### config.mk
export PLATFORM = sky130hd
export DESIGN_NAME = lix_pipe_flat
export DESIGN_NICKNAME = d
export VERILOG_FILES = /design/src/rtl/lix_pkg.sv /design/src/rtl/lix_pipe_if.sv /design/src/rtl/lix_pipe_stage.sv /design/src/rtl/lix_pipe.sv /design/src/flat_wrapper.sv
export SDC_FILE = /design/constraint.sdc
export NUM_CORES = 1
export LEC_CHECK = 0
export BUFFER_PORTS_ARGS = -buffer_cell sky130_fd_sc_hd__buf_2
export CAP_MARGIN = 40
export CORE_ASPECT_RATIO = 1.4
export CORE_UTILIZATION = 52
export CTS_CLUSTER_SIZE = 28
export DETAILED_ROUTE_END_ITERATION = 8
export PLACE_DENSITY_LB_ADDON = 0.2
export SYNTH_ARGS = -nofsm -noshare
export SYNTH_HDL_FRONTEND = slang
export SYNTH_SLANG_ARGS = --single-unit
export TNS_END_PERCENT = 20
### constraint.sdc
create_clock -name clk_i -period 1.89 [get_ports clk_i]
set_input_delay 0.378 -clock clk_i [delete_from_list [all_inputs] [get_ports clk_i]]
set_output_delay 0.378 -clock clk_i [all_outputs]
set_load 0.01 [all_outputs]
### src/rtl/lix_pkg.sv
// Shared constants and helpers for the lix elastic pipeline.
package lix_pkg;

    localparam int unsigned LIX_PIPE_DMAX = 16;

    // Width of an occupancy count that must represent 0..d inclusive.
    function automatic int unsigned lix_cnt_w(input int unsigned d);
        return $clog2(d + 1);
    endfunction

endpackage

### src/rtl/lix_pipe_if.sv
// Upstream/downstream valid-ready handshake bundle for lix_pipe.
interface lix_pipe_if #(
    parameter int unsigned W = 32
);
    logic         i_vld;
    logic         o_rdy;
    logic [W-1:0] i_x;
    logic         o_vld;
    logic         i_rdy;
    logic [W-1:0] o_z;

    modport master (
        output i_vld, i_x, i_rdy,
        input  o_rdy, o_vld, o_z
    );

    modport slave (
        input  i_vld, i_x, i_rdy,
        output o_rdy, o_vld, o_z
    );
endinterface

### src/rtl/lix_pipe_stage.sv
// One elastic stage: valid bit plus data word, with load enable and clear.
module lix_pipe_stage
    import lix_pkg::*;
#(
    parameter int unsigned W = 32
) (
    input  logic         clk_i,
    input  logic         rst_i,
    input  logic         clr_i,
    input  logic         ld_i,
    input  logic         vld_i,
    input  logic [W-1:0] data_i,
    output logic         vld_o,
    output logic [W-1:0] data_o
);

    logic         vld_d;
    logic         vld_q;
    logic [W-1:0] data_d;
    logic [W-1:0] data_q;

    // Data only moves with a valid beat; a bubble leaves the old word behind.
    always_comb begin
        vld_d  = vld_q;
        data_d = data_q;
        if (clr_i) begin
            vld_d = 1'b0;
        end else if (ld_i) begin
            vld_d = vld_i;
            if (vld_i) begin
                data_d = data_i;
            end
        end
    end

    always_ff @(posedge clk_i) begin
        if (rst_i) begin
            vld_q  <= 1'b0;
            data_q <= '0;
        end else begin
            vld_q  <= vld_d;
            data_q <= data_d;
        end
    end

    assign vld_o  = vld_q;
    assign data_o = data_q;

endmodule

### src/rtl/lix_pipe.sv
// D-stage elastic pipeline with bubble collapsing, global stall, flush and occupancy count.
module lix_pipe
    import lix_pkg::*;
#(
    parameter int unsigned W = 32,
    parameter int unsigned D = 2
) (
    input  logic                       clk_i,
    input  logic                       rst_i,
    input  logic                       i_en,
    input  logic                       i_flush,
    lix_pipe_if.slave                  bus,
    output logic [lix_cnt_w(D)-1:0]    o_cnt
);

    localparam int unsigned CW = lix_cnt_w(D);

    logic [D-1:0] vld;
    logic [W-1:0] data [D];
    logic [D-1:0] take;
    logic [CW-1:0] cnt;

    for (genvar g = 0; g < int'(D); g++) begin : g_stage
        logic         ld;
        logic         vld_in;
        logic [W-1:0] data_in;

        // Stage g can accept when any stage from g to the output has room,
        // or the downstream is taking the head beat.
        assign take[g] = bus.i_rdy | ~(&vld[D-1:g]);
        assign ld      = i_en & ~i_flush & take[g];

        if (g == 0) begin : g_head
            assign vld_in  = bus.i_vld;
            assign data_in = bus.i_x;
        end else begin : g_body
            assign vld_in  = vld[g-1];
            assign data_in = data[g-1];
        end

        lix_pipe_stage #(
            .W (W)
        ) u_stage (
            .clk_i  (clk_i),
            .rst_i  (rst_i),
            .clr_i  (i_flush),
            .ld_i   (ld),
            .vld_i  (vld_in),
            .data_i (data_in),
            .vld_o  (vld[g]),
            .data_o (data[g])
        );
    end

    // Occupancy is the popcount of the registered valid bits.
    always_comb begin
        cnt = '0;
        for (int unsigned k = 0; k < D; k++) begin
            cnt = cnt + CW'(vld[k]);
        end
    end

    assign o_cnt     = cnt;
    assign bus.o_rdy = i_en & ~i_flush & ~rst_i & take[0];
    assign bus.o_vld = i_en & vld[D-1];
    assign bus.o_z   = data[D-1];

endmodule

### src/flat_wrapper.sv
// flat-port wrapper written by rule: the top's interface ports become plain ports
module lix_pipe_flat import lix_pkg::*;
#(
    parameter int unsigned W = 32,
    parameter int unsigned D = 2
)
  (clk_i, rst_i, i_en, i_flush, o_cnt, bus_i_vld, bus_i_x, bus_i_rdy, bus_o_rdy, bus_o_vld, bus_o_z);
  lix_pipe_if #(.W(W)) bus_i ();
  input  logic clk_i;
  input  logic rst_i;
  input  logic i_en;
  input  logic i_flush;
  output logic [lix_cnt_w(D)-1:0] o_cnt;
  input wire logic [$bits(bus_i.i_vld)-1:0] bus_i_vld;
  input wire logic [$bits(bus_i.i_x)-1:0] bus_i_x;
  input wire logic [$bits(bus_i.i_rdy)-1:0] bus_i_rdy;
  output wire logic [$bits(bus_i.o_rdy)-1:0] bus_o_rdy;
  output wire logic [$bits(bus_i.o_vld)-1:0] bus_o_vld;
  output wire logic [$bits(bus_i.o_z)-1:0] bus_o_z;
  assign bus_i.i_vld = bus_i_vld;
  assign bus_i.i_x = bus_i_x;
  assign bus_i.i_rdy = bus_i_rdy;
  assign bus_o_rdy = bus_i.o_rdy;
  assign bus_o_vld = bus_i.o_vld;
  assign bus_o_z = bus_i.o_z;
  lix_pipe #(.W(W), .D(D)) u_core (.clk_i(clk_i), .rst_i(rst_i), .i_en(i_en), .i_flush(i_flush), .bus(bus_i), .o_cnt(o_cnt));
endmodule
==> flow_summary_export.csv <==
group,metric,value,unit
worst_setup_path,critical_path_class,"flop to output port",
synth,synth_fa_ha_area_frac,0.00447,
worst_setup_path,reg2reg_to,"u_core.g_stage[0].u_stage.data_o[6]",
worst_setup_path,cp.required,1.51,ns
finish,multi_input_area,1360,um^2
sta,skew,0.00626,ns
synth,syn-instance-count,260,
worst_setup_path,start_kind,"flop",
synth,ys_seq_elements,66,
cts,cts_tree,"built",
worst_hold_path,hold_path.class,"input pin to flop",
worst_hold_path,min_to,"u_core.g_stage[0].u_stage.data_o[23]",
finish,layout.nets,371,
worst_setup_path,rrSetupSlack,0.36,ns
worst_setup_path,crit_path_end_kind,"output port",
cts,clkLatencyLatePin,0.32,ns
drt,first_pass_iters,4,
place,placed_area,3180,um^2
drt,vias_per_cell,4.70,
place,port_buffers,73,
worst_setup_path,critPathBufInv,1,
synth,synthXorXnorAreaFrac,0,
synth,synth_top_family_by_area,"simple AND/OR/NAND/NOR gates",
drt,vias,1896,
place,place_ws,0.376,ns
place,hpwl,3.12,mm
sta,maxSlewHeadroom,0.719,
sta,fin_setup_tns,0,ns
power_and_ir_drop,irDropWorstVdd,0.000580,V
place,place_congestion,0.691,
job,cap_violations,0,
cts,postCtsHoldBufs,0,
finish,fill_cells,420,
finish,instances_no_fill,403,
floorplan,dieWidth,64.0,um
place,dp.cells,387,
cts,post-cts-setup-buffers,0,
cts,ctsHtreeMaxLevel,3,
sta,fmax,583,MHz
cts,clock_sinks,66,
sta,finalHoldViolCount,0,
synth,synthMuxAreaShare,0.229,
finish,seqCellArea,1320,um^2
grt,grt_max_degree,64,
sta,min_period,1.72,ns
grt,grt_remaining_overflow,0,
power_and_ir_drop,p_total,2.75,mW
worst_setup_path,rr_startpoint,"u_core.g_stage[1].u_stage.vld_o",
worst_hold_path,hp-start,"bus_i_x[23]",
outcome,outcome,"finished, final reports clean",
synth,synth-compound-area-share,0.00716,
worst_setup_path,crit_slowest_cell,"dfxtp_1",
grt,grt_pass1_vias,1687,
finish,layout_common_cells,"97 x nand2b_1, 73 x buf_2, 66 x dfxtp_1",
worst_setup_path,cp_top_family,"flip-flops",
grt,antenna_found_initial,0,
sta,fin_crit_sh,0.908,
sta,slew_viol_final,0,
floorplan,design.die.area,5680,um^2
worst_setup_path,max_stage_delay,0.37,ns
floorplan,num_rows,31,
sta,holdWs,0.305,ns
sta,tightest_slew,0.422,ns
drt,drc,0,
drt,postRouteAntennaNets,0,
floorplan,io_pins,74,
worst_setup_path,cp_data_arrival_time,1.34,ns
synth,ys_warn_count,0,
cts,cts_resized,0,
sta,setup_viol,0,
floorplan,core-area,5160,um^2
floorplan,start_util,0.542,
finish,layout_commonest_cell,"nand2b_1",
cts,clk_path_buf_depth,2,
synth,ys_seq_area_frac,0.472,
power_and_ir_drop,power_density,814,nW/um^2
drt,initialDrtViolationCount,76,
cts,cts.clk_slew.worst_paths,0.07,ns
synth,synth_cell_types,22,
sta,rsz0062_at_grt,"no",
worst_setup_path,critPathMaxFanout,4,
power_and_ir_drop,p_leak,1.56,nW
grt,grt_pass1_wl,7.41,mm
drt,avgRoutedWirePerCell,11.5,um
finish,final_util,0.655,
finish,antenna_cells,0,
synth,synthesis.nets,299,
synth,synth_area_per_cell,10.8,um^2
finish,area_delta_synth_final,20.7,%
sta,layout_setup_ws,0.174,ns
finish,final_cell_area,3380,um^2
synth,synth-simple-area-share,0.246,
floorplan,die_h,88.8,um
drt,wl,4.65,mm
worst_setup_path,reg2reg_depth,5,
cts,cts_buffers,9,
finish,drive_above_1_share,0.294,
synth,syn-cell-area,2800,um^2
worst_setup_path,path_cells,"ha_1 -> nand2b_1 -> and3_2 -> buf_2",
grt,grt_usage,0.171,
worst_hold_path,min_delay_path_depth,3,
cts,cts_root_buf,"clkbuf_8",
cell usage after synthesis (all sizes together):
library cell,count,share of area
and4b,1,0.0040
and2,1,0.0027
buf,7,0.028
nand2,3,0.0049
clkbuf,10,0.013
ha,1,0.0045
nor2b,1,0.0031
nor3,1,0.0036
mux2i,64,0.23
and3,1,0.0027
dfxtp,66,0.47
a21oi,2,0.0036
a21bo,1,0.0036
or3,1,0.0022
nand2b,97,0.22
nand3,1,0.0018
nor2,1,0.0013
or2,1,0.0022
area by class of cell:
type                       count  share of cell area
clock inverter                 2              0.0104
clock buffer                  14              0.0482
tap                           66              0.0245
sequential                    66               0.391
timing repair buffer          78               0.123
multi-input combinational    177               0.403
how the worst max path moves through the flow:
stage	endpoint	depth (start not counted)	slack [ns]	from
final	bus_o_rdy	4	0.17	u_core.g_stage[1].u_stage.vld_o
after CTS	bus_o_rdy	4	0.15	u_core.g_stage[1].u_stage.vld_o
after global placement	u_core.g_stage[1].u_stage.data_o[16]	5	0.41	i_en
after detailed placement	u_core.g_stage[0].u_stage.data_o[6]	5	0.38	u_core.g_stage[1].u_stage.vld_o
after floorplan	u_core.g_stage[0].u_stage.data_o[10]	6	0.43	u_core.g_stage[1].u_stage.vld_o
after global routing	bus_o_rdy	4	0.11	u_core.g_stage[1].u_stage.vld_o
per-layer routing:
layer	track usage	wire [um]
met5	0	0
met3	0.0567	236
met1	0.210	2060
met4	0.0806	69
met2	0.273	2290
state kept, by name, summed over array words and instances, names as in the netlist:
register	count
u_core.g_stage.u_stage.data_o	64
u_core.g_stage.u_stage.vld_o	2
where the power goes:
group | total (mW) | switching [mW] | leakage (nW) | internal [mW]
logic | 0.179 | 0.0789 | 0.920 | 0.100
clock network | 1.15 | 0.466 | 0.101 | 0.681
registers | 1.42 | 0.00693 | 0.534 | 1.42
cells by family (layout without fill, tap and decap cells):
kind of cell / count (synthesis) / after routing
DFF: 66 / 66
buffers and inverters: 17 / 94
AOI/OAI and AO/OA: 3 / 3
muxes: 64 / 64
adders and majority gates: 1 / 1
and+or+nand+nor: 109 / 109
worst min-delay path: cells and delay by family:
family,cells,cell delay (ns)
buffers and inverters,1,0.09
multiplexers,1,0.06
AND/OR/NAND/NOR,1,0.05
Power figures use the tool's default switching activity.
